[config.mk]
export PLATFORM = sky130hd
export DESIGN_NAME = fc_layer_seq_flat
export DESIGN_NICKNAME = d
export VERILOG_FILES = /design/src/rtl/fc_layer_seq_pkg.sv /design/src/rtl/fc_layer_seq_if.sv /design/src/rtl/fc_layer_seq_mac.sv /design/src/rtl/fc_layer_seq.sv /design/src/flat_wrapper.sv
export SDC_FILE = /design/constraint.sdc
export NUM_CORES = 2
export LEC_CHECK = 0
export CAP_MARGIN = 15
export CORE_ASPECT_RATIO = 1.75
export CORE_UTILIZATION = 40
export DETAILED_ROUTE_END_ITERATION = 7
export DONT_BUFFER_PORTS = 1
export REMOVE_ABC_BUFFERS = 1
export SYNTH_ARGS = -nofsm -noshare
export SYNTH_HDL_FRONTEND = slang
export SYNTH_SLANG_ARGS = --single-unit
export TNS_END_PERCENT = 5
[constraint.sdc]
create_clock -name clk -period 10.8 [get_ports clk]
set_input_delay 2.7 -clock clk [delete_from_list [all_inputs] [get_ports clk]]
set_output_delay 2.7 -clock clk [all_outputs]
set_load 0.02 [all_outputs]
[src/rtl/fc_layer_seq_pkg.sv]
// Shared defaults, FSM encoding and fixed-point helpers for the fully-connected layer engine.
// Helpers work on a 64-bit signed carrier, so accumulators wider than 64 bits are not supported.
package fc_layer_seq_pkg;

    localparam int DATA_W_DEF = 16;
    localparam int FRAC_W_DEF = 8;

    typedef enum logic [1:0] {
        S_IDLE = 2'd0,
        S_MAC  = 2'd1,
        S_OUT  = 2'd2,
        S_DONE = 2'd3
    } fc_state_t;

    // Enough headroom that IN_CELL full-scale products can never overflow.
    function automatic int acc_w(input int data_w, input int in_cell);
        return 2 * data_w + $clog2(in_cell);
    endfunction

    function automatic int idx_w(input int n);
        return (n > 1) ? $clog2(n) : 1;
    endfunction

    function automatic logic signed [63:0] sat_relu(input logic signed [63:0] v,
                                                    input int data_w,
                                                    input bit relu);
        logic signed [63:0] hi;
        logic signed [63:0] lo;
        logic signed [63:0] r;
        hi = (64'sd1 <<< (data_w - 1)) - 64'sd1;
        lo = -hi - 64'sd1;
        if (v > hi)
            r = hi;
        else if (v < lo)
            r = lo;
        else
            r = v;
        if (relu && (r < 64'sd0))
            r = 64'sd0;
        return r;
    endfunction

endpackage

[src/rtl/fc_layer_seq_if.sv]
// Loader write ports, start/status and result stream of the fully-connected layer engine.
interface fc_layer_seq_if #(
    parameter int DATA_W = 16
) ();

    logic              flat_we;
    logic [15:0]       flat_addr;
    logic [DATA_W-1:0] flat_value;
    logic              w_we;
    logic [15:0]       w_addr;
    logic [DATA_W-1:0] w_value;
    logic              start;
    logic              busy;
    logic              done;
    logic              out_valid;
    logic [DATA_W-1:0] out_data;
    logic [15:0]       out_addr;
    logic              load_err;

    modport master (
        output flat_we, flat_addr, flat_value,
        output w_we, w_addr, w_value,
        output start,
        input  busy, done, out_valid, out_data, out_addr, load_err
    );

    modport slave (
        input  flat_we, flat_addr, flat_value,
        input  w_we, w_addr, w_value,
        input  start,
        output busy, done, out_valid, out_data, out_addr, load_err
    );

endinterface

[src/rtl/fc_layer_seq_mac.sv]
// Signed multiply-accumulate with clear, plus the shift / saturate / optional ReLU output stage.
module fc_layer_seq_mac
    import fc_layer_seq_pkg::*;
#(
    parameter int DATA_W  = DATA_W_DEF,
    parameter int FRAC_W  = FRAC_W_DEF,
    parameter int IN_CELL = 14,
    parameter bit RELU    = 1'b1
) (
    input  logic                     clk,
    input  logic                     reset,
    input  logic                     clear,
    input  logic                     en,
    input  logic signed [DATA_W-1:0] x,
    input  logic signed [DATA_W-1:0] w,
    output logic        [DATA_W-1:0] result
);

    localparam int ACC_W = acc_w(DATA_W, IN_CELL);

    logic signed [2*DATA_W-1:0] prod;
    logic signed [ACC_W-1:0]    acc;
    logic signed [ACC_W-1:0]    acc_sh;

    assign prod = (2*DATA_W)'(x) * (2*DATA_W)'(w);

    always_ff @(posedge clk or posedge reset) begin
        if (reset)
            acc <= '0;
        else if (clear)
            acc <= '0;
        else if (en)
            acc <= acc + ACC_W'(prod);
    end

    // Arithmetic shift truncates toward -inf, matching the Q-format drop of FRAC_W bits.
    assign acc_sh = acc >>> FRAC_W;
    assign result = DATA_W'(sat_relu(64'(acc_sh), DATA_W, RELU));

endmodule

[src/rtl/fc_layer_seq.sv]
// Fully-connected layer engine: owns input/weight buffers, arbitrates loader writes, sequences the MAC.
//   state  | meaning
//   IDLE   | waiting for start; loader writes accepted
//   MAC    | acc += x[i]*w[j*IN_CELL+i], one input per cycle
//   OUT    | emit neuron j result, clear acc, next neuron or finish
//   DONE   | one-cycle done pulse, drop busy
module fc_layer_seq
    import fc_layer_seq_pkg::*;
#(
    parameter int DATA_W   = DATA_W_DEF,
    parameter int FRAC_W   = FRAC_W_DEF,
    parameter int IN_CELL  = 14,
    parameter int OUT_CELL = 10,
    parameter bit RELU     = 1'b1
) (
    input  logic           clk,
    input  logic           reset,
    fc_layer_seq_if.slave  bus
);

    localparam int I_W  = idx_w(IN_CELL);
    localparam int J_W  = idx_w(OUT_CELL);
    localparam int W_N  = IN_CELL * OUT_CELL;
    localparam int WA_W = idx_w(W_N);

    fc_state_t         state;
    logic [I_W-1:0]    i;
    logic [J_W-1:0]    j;
    logic              busy;
    logic              done;
    logic              out_valid;
    logic [DATA_W-1:0] out_data;
    logic [15:0]       out_addr;
    logic              load_err;

    logic signed [DATA_W-1:0] flat_buf [IN_CELL];
    logic signed [DATA_W-1:0] w_buf    [W_N];

    logic              flat_ok;
    logic              w_ok;
    logic [WA_W-1:0]   w_idx;
    logic              mac_en;
    logic              mac_clr;
    logic [DATA_W-1:0] mac_res;

    // The buffers belong to the sequencer whenever it is not idle.
    assign flat_ok = bus.flat_we && (state == S_IDLE) && (bus.flat_addr < 16'(IN_CELL));
    assign w_ok    = bus.w_we && (state == S_IDLE) && (bus.w_addr < 16'(W_N));

    always_ff @(posedge clk) begin
        if (flat_ok)
            flat_buf[bus.flat_addr[I_W-1:0]] <= bus.flat_value;
        if (w_ok)
            w_buf[bus.w_addr[WA_W-1:0]] <= bus.w_value;
    end

    assign w_idx   = WA_W'(j) * WA_W'(IN_CELL) + WA_W'(i);
    assign mac_en  = (state == S_MAC);
    assign mac_clr = (state != S_MAC);

    fc_layer_seq_mac #(
        .DATA_W  (DATA_W),
        .FRAC_W  (FRAC_W),
        .IN_CELL (IN_CELL),
        .RELU    (RELU)
    ) u_mac (
        .clk    (clk),
        .reset  (reset),
        .clear  (mac_clr),
        .en     (mac_en),
        .x      (flat_buf[i]),
        .w      (w_buf[w_idx]),
        .result (mac_res)
    );

    always_ff @(posedge clk or posedge reset) begin
        if (reset) begin
            state     <= S_IDLE;
            i         <= '0;
            j         <= '0;
            busy      <= 1'b0;
            done      <= 1'b0;
            out_valid <= 1'b0;
            out_data  <= '0;
            out_addr  <= '0;
            load_err  <= 1'b0;
        end else begin
            done      <= 1'b0;
            out_valid <= 1'b0;
            load_err  <= (bus.flat_we && !flat_ok) || (bus.w_we && !w_ok);
            case (state)
                S_IDLE: begin
                    if (bus.start) begin
                        state <= S_MAC;
                        i     <= '0;
                        j     <= '0;
                        busy  <= 1'b1;
                    end
                end
                S_MAC: begin
                    if (i == I_W'(IN_CELL - 1))
                        state <= S_OUT;
                    else
                        i <= i + I_W'(1);
                end
                S_OUT: begin
                    out_valid <= 1'b1;
                    out_addr  <= 16'(j);
                    out_data  <= mac_res;
                    i         <= '0;
                    if (j == J_W'(OUT_CELL - 1)) begin
                        state <= S_DONE;
                    end else begin
                        j     <= j + J_W'(1);
                        state <= S_MAC;
                    end
                end
                S_DONE: begin
                    done  <= 1'b1;
                    busy  <= 1'b0;
                    state <= S_IDLE;
                end
                default: state <= S_IDLE;
            endcase
        end
    end

    assign bus.busy      = busy;
    assign bus.done      = done;
    assign bus.out_valid = out_valid;
    assign bus.out_data  = out_data;
    assign bus.out_addr  = out_addr;
    assign bus.load_err  = load_err;

endmodule

[src/flat_wrapper.sv]
// flat-port wrapper written by rule: the top's interface ports become plain ports
module fc_layer_seq_flat import fc_layer_seq_pkg::*;
#(
    parameter int DATA_W   = DATA_W_DEF,
    parameter int FRAC_W   = FRAC_W_DEF,
    parameter int IN_CELL  = 14,
    parameter int OUT_CELL = 10,
    parameter bit RELU     = 1'b1
)
  (clk, reset, bus_flat_we, bus_flat_addr, bus_flat_value, bus_w_we, bus_w_addr, bus_w_value, bus_start, bus_busy, bus_done, bus_out_valid, bus_out_data, bus_out_addr, bus_load_err);
  fc_layer_seq_if #(.DATA_W(DATA_W)) bus_i ();
  input  logic clk;
  input  logic reset;
  input wire logic [$bits(bus_i.flat_we)-1:0] bus_flat_we;
  input wire logic [$bits(bus_i.flat_addr)-1:0] bus_flat_addr;
  input wire logic [$bits(bus_i.flat_value)-1:0] bus_flat_value;
  input wire logic [$bits(bus_i.w_we)-1:0] bus_w_we;
  input wire logic [$bits(bus_i.w_addr)-1:0] bus_w_addr;
  input wire logic [$bits(bus_i.w_value)-1:0] bus_w_value;
  input wire logic [$bits(bus_i.start)-1:0] bus_start;
  output wire logic [$bits(bus_i.busy)-1:0] bus_busy;
  output wire logic [$bits(bus_i.done)-1:0] bus_done;
  output wire logic [$bits(bus_i.out_valid)-1:0] bus_out_valid;
  output wire logic [$bits(bus_i.out_data)-1:0] bus_out_data;
  output wire logic [$bits(bus_i.out_addr)-1:0] bus_out_addr;
  output wire logic [$bits(bus_i.load_err)-1:0] bus_load_err;
  assign bus_i.flat_we = bus_flat_we;
  assign bus_i.flat_addr = bus_flat_addr;
  assign bus_i.flat_value = bus_flat_value;
  assign bus_i.w_we = bus_w_we;
  assign bus_i.w_addr = bus_w_addr;
  assign bus_i.w_value = bus_w_value;
  assign bus_i.start = bus_start;
  assign bus_busy = bus_i.busy;
  assign bus_done = bus_i.done;
  assign bus_out_valid = bus_i.out_valid;
  assign bus_out_data = bus_i.out_data;
  assign bus_out_addr = bus_i.out_addr;
  assign bus_load_err = bus_i.load_err;
  fc_layer_seq #(.DATA_W(DATA_W), .FRAC_W(FRAC_W), .IN_CELL(IN_CELL), .OUT_CELL(OUT_CELL), .RELU(RELU)) u_core (.clk(clk), .reset(reset), .bus(bus_i));
endmodule
==> results by group <==
Layout
  • Commonest non-fill, non-tap cell in the layout: edfxtp_1
  • Seq. cell area: about 76000 µm²
  • Multi-input combinational cell area: roughly 31000 µm²
  • Share of cells above drive strength 1: 0.251
  • Nets: around 6300
  • Most frequent cells in the layout: 2464 x edfxtp_1, 733 x mux4_2, 398 x inv_1, 318 x fa_1, 273 x buf_4
  • Area Overhead vs Synth: 12.3%
  • Post-Layout Cell Count: between 9000 and 10000
  • Number of fillers in the final layout: 22787
  • Final Cell Area: ~120000 µm²

Global routing
  • Gr ovfl total: 0
  • Vias in the first global route: 56851
  • Largest net degree at the start of global routing: about 140
  • Overall Global Routing Usage: 0.209
  • Antenna violations before repair: 5
  • First-pass GRT wire length: a little over 400 mm

Clocking
  • Clk slew on worst S/H paths: 0.08 ns
  • Clock Path Buffers: 4
  • TritonCTS buffer count: 220
  • Hold buffers post-CTS: 0
  • Root Driver: clkbuf_16
  • H-Tree Depth: 4
  • CTS tree: built
  • Clk Latency, worst-skew pair: slightly below 0.9 ns
  • TritonCTS Sinks: about 2500

STA
  • Slew Viols, Final: 0
  • Period utilization: 0.966
  • RSZ-0062 raised after global routing: true
  • Setup-failing EPs final: 0
  • Clock skew: roughly 0.099 ns
  • Hold WS: 0.588 ns
  • Final Critical Period: about 10 ns
  • Fmax: approximately 96 MHz
  • Slew at the pin closest to its max-slew limit: about 1.3 ns
  • Rel. slew slack: 0.150
  • Setup TNS: 0 ns
  • Final hold vios: 0

Critical path
  • Critical Path Source: u_core.j[0]$_DFFE_PP0P_
  • Critical Path Most Common Cell: fa_1
  • CP Launch Type: register
  • Critical Path End Type: register
  • Critical path class: register to register
  • R2r startpoint: u_core.j[0]$_DFFE_PP0P_
  • Slowest stage cell on the critical path: fa_1
  • Crit-path max FO: 16
  • CP peak stage delay: about 0.55 ns
  • Crit path required time: 11.63 ns
  • CP arrival: around 11 ns

Placement
  • Hpwl dp: 188 mm
  • Gpl congestion: 0.900
  • Post-Place Cells: roughly 9000
  • Port Buf Inserts: 0
  • DP Area: roughly 120000 µm²

Worst hold path
  • HP Start: u_core.u_mac.acc[21]$_DFF_PP0_
  • HP Class: register to register

Floorplan
  • Die H: ~690 µm
  • Die area: around 280000 µm²
  • Initial core utilization: 0.403
  • Rows: roughly 250
  • Die width: ~400 µm
  • # IOs: roughly 110
  • Core area: 272000 µm²

Synth
  • Post-synth EDFFs: between 2000 and 2500
  • Ys Warns: 0
  • Synthesized area: 110000 µm²
  • Post-synthesis async set-or-reset flop share: 0.0276
  • Distinct cells, synth: about 70
  • Primary FF master, synth: edfxtp_1
  • Synth Register Bits: about 2500
  • Mapped Avg Cell Area: between 15 and 20 µm²
  • Sequential share of the synthesized area: 0.691
  • Cells after synthesis: around 5500

Route
  • Via density per instance: about 5.6
  • Initial detailed-routing violation count: between 4000 and 5000
  • DRC viols: 0
  • DR top layer: met5
  • DRT met1 WL: roughly 100 mm
  • Final ANT Viol Nets: 0
  • Via count: about 53000
  • WL per Instance: 30.1 µm
  • WL met2: approximately 160 mm
  • WL met3: ~15 mm
  • DRT Pass-1 Iters: 8
  • Routed wire length: 288 mm

Run status
  • Status: complete, no violations

Run
  • Max cap viols: 0
[stage by stage]
step / setup WS (ns) / util
6_report: 0.367 / 0.453
5_1_grt: -0.0646 / 0.453
4_1_cts: 0.0915 / 0.452
3_5_place_dp: 0.109 / 0.426
3_3_place_gp: -0.162 / 0.425
2_1_floorplan: -21.27 / -
[cell type report]
cell class	instances	share of cell area
Inverter	399	0.0122
Tap cell	3570	0.0363
Multi-Input combinational cell	2352	0.253
Antenna cell	8	0.000163
Clock buffer	240	0.0455
Clock inverter	158	0.0131
Sequential cell	2534	0.615
Timing Repair Buffer	319	0.0239
[worst max-delay path: cells and delay by family (launching register included)]
| kind | cells | cell delay, ns |
|---|---|---|
| mux | 1 | 0.53 |
| simple gates | 6 | 1.49 |
| xor+xnor | 1 | 0.26 |
| flops | 1 | 0.50 |
| compound gates | 8 | 1.74 |
| buf+inv | 6 | 1.24 |
| fa+ha+maj | 10 | 4.59 |
[synthesized netlist by cell type (25+ instances only)]
library cell | instances | area, µm²
xnor2_1 | 25 | 219
o21ai_0 | 47 | 235
buf_4 | 77 | 578
mux4_2 | 733 | 16500
mux2i_1 | 54 | 541
nor2b_1 | 52 | 325
nor3_1 | 28 | 140
ha_1 | 120 | 1500
nand2b_1 | 39 | 244
edfxtp_1 | 2464 | 74000
a21oi_1 | 62 | 310
clkbuf_1 | 93 | 349
fa_1 | 320 | 6410
buf_2 | 73 | 365
a211oi_1 | 32 | 240
nand3_1 | 47 | 235
nor2_1 | 303 | 1140
nand2_1 | 231 | 867
dfrtp_1 | 70 | 1750
inv_1 | 399 | 1500
[metal layers]
metal	vias up	track usage
li1	22236	-
met1	28933	0.236
met2	1706	0.389
met3	496	0.0298
met4	2	0.0906
met5	-	0
[final timing paths]
kind / to / slack [ns] / cells after the start
setup / recovery: u_core.u_mac.acc[34]$_DFF_PP0_ / 0.37 / 32
hold / removal: u_core.bus.out_data[13]$_DFFE_PP0P_ / 0.59 / 2
setup reg to reg: u_core.u_mac.acc[34]$_DFF_PP0_ / 0.37 / 32
hold reg to reg: u_core.bus.out_data[13]$_DFFE_PP0P_ / 0.59 / 2
max in group asynchronous: u_core.i[0]$_DFFE_PP0P_ / 7.98 / 2
min in group asynchronous: u_core.u_mac.acc[32]$_DFF_PP0_ / 1.59 / 1
[timing repair]
action,CTS,global route
hold endpoints to repair,0,0
buffers inserted,0,5
resized for setup,0,12
endpoints found under the setup margin,0,9
[logic make-up (layout without fill, tap and decap cells)]
family | count (synthesis) | count (layout) | share of synthesized area
AO/OA/AOI/OAI | 257 | 257 | 0.0155
adder cells (fa/ha/maj) | 440 | 440 | 0.0722
buffers and inverters | 674 | 1116 | 0.0278
flip-flops | 2534 | 2534 | 0.691
AND/OR/NAND/NOR | 794 | 794 | 0.0325
XOR/XNOR | 45 | 45 | 0.00360
multiplexers | 804 | 804 | 0.157
other | 1 | 20 | 0.0000342
[registers in the layout (all words and copies together) (netlist names)]
signal,flops
u_core.bus.out_valid,1
u_core.bus.out_data,16
u_core.u_mac.acc,36
u_core.bus.load_err,1
u_core.state,2
u_core.bus.out_addr,4
u_core.j,4
u_core.bus.busy,1
u_core.w_buf,2240
u_core.flat_buf,224
u_core.bus.done,1
u_core.i,4
Power is not shown: default switching activity piles up to over one toggle a cycle in this logic, so the estimate is an artifact.
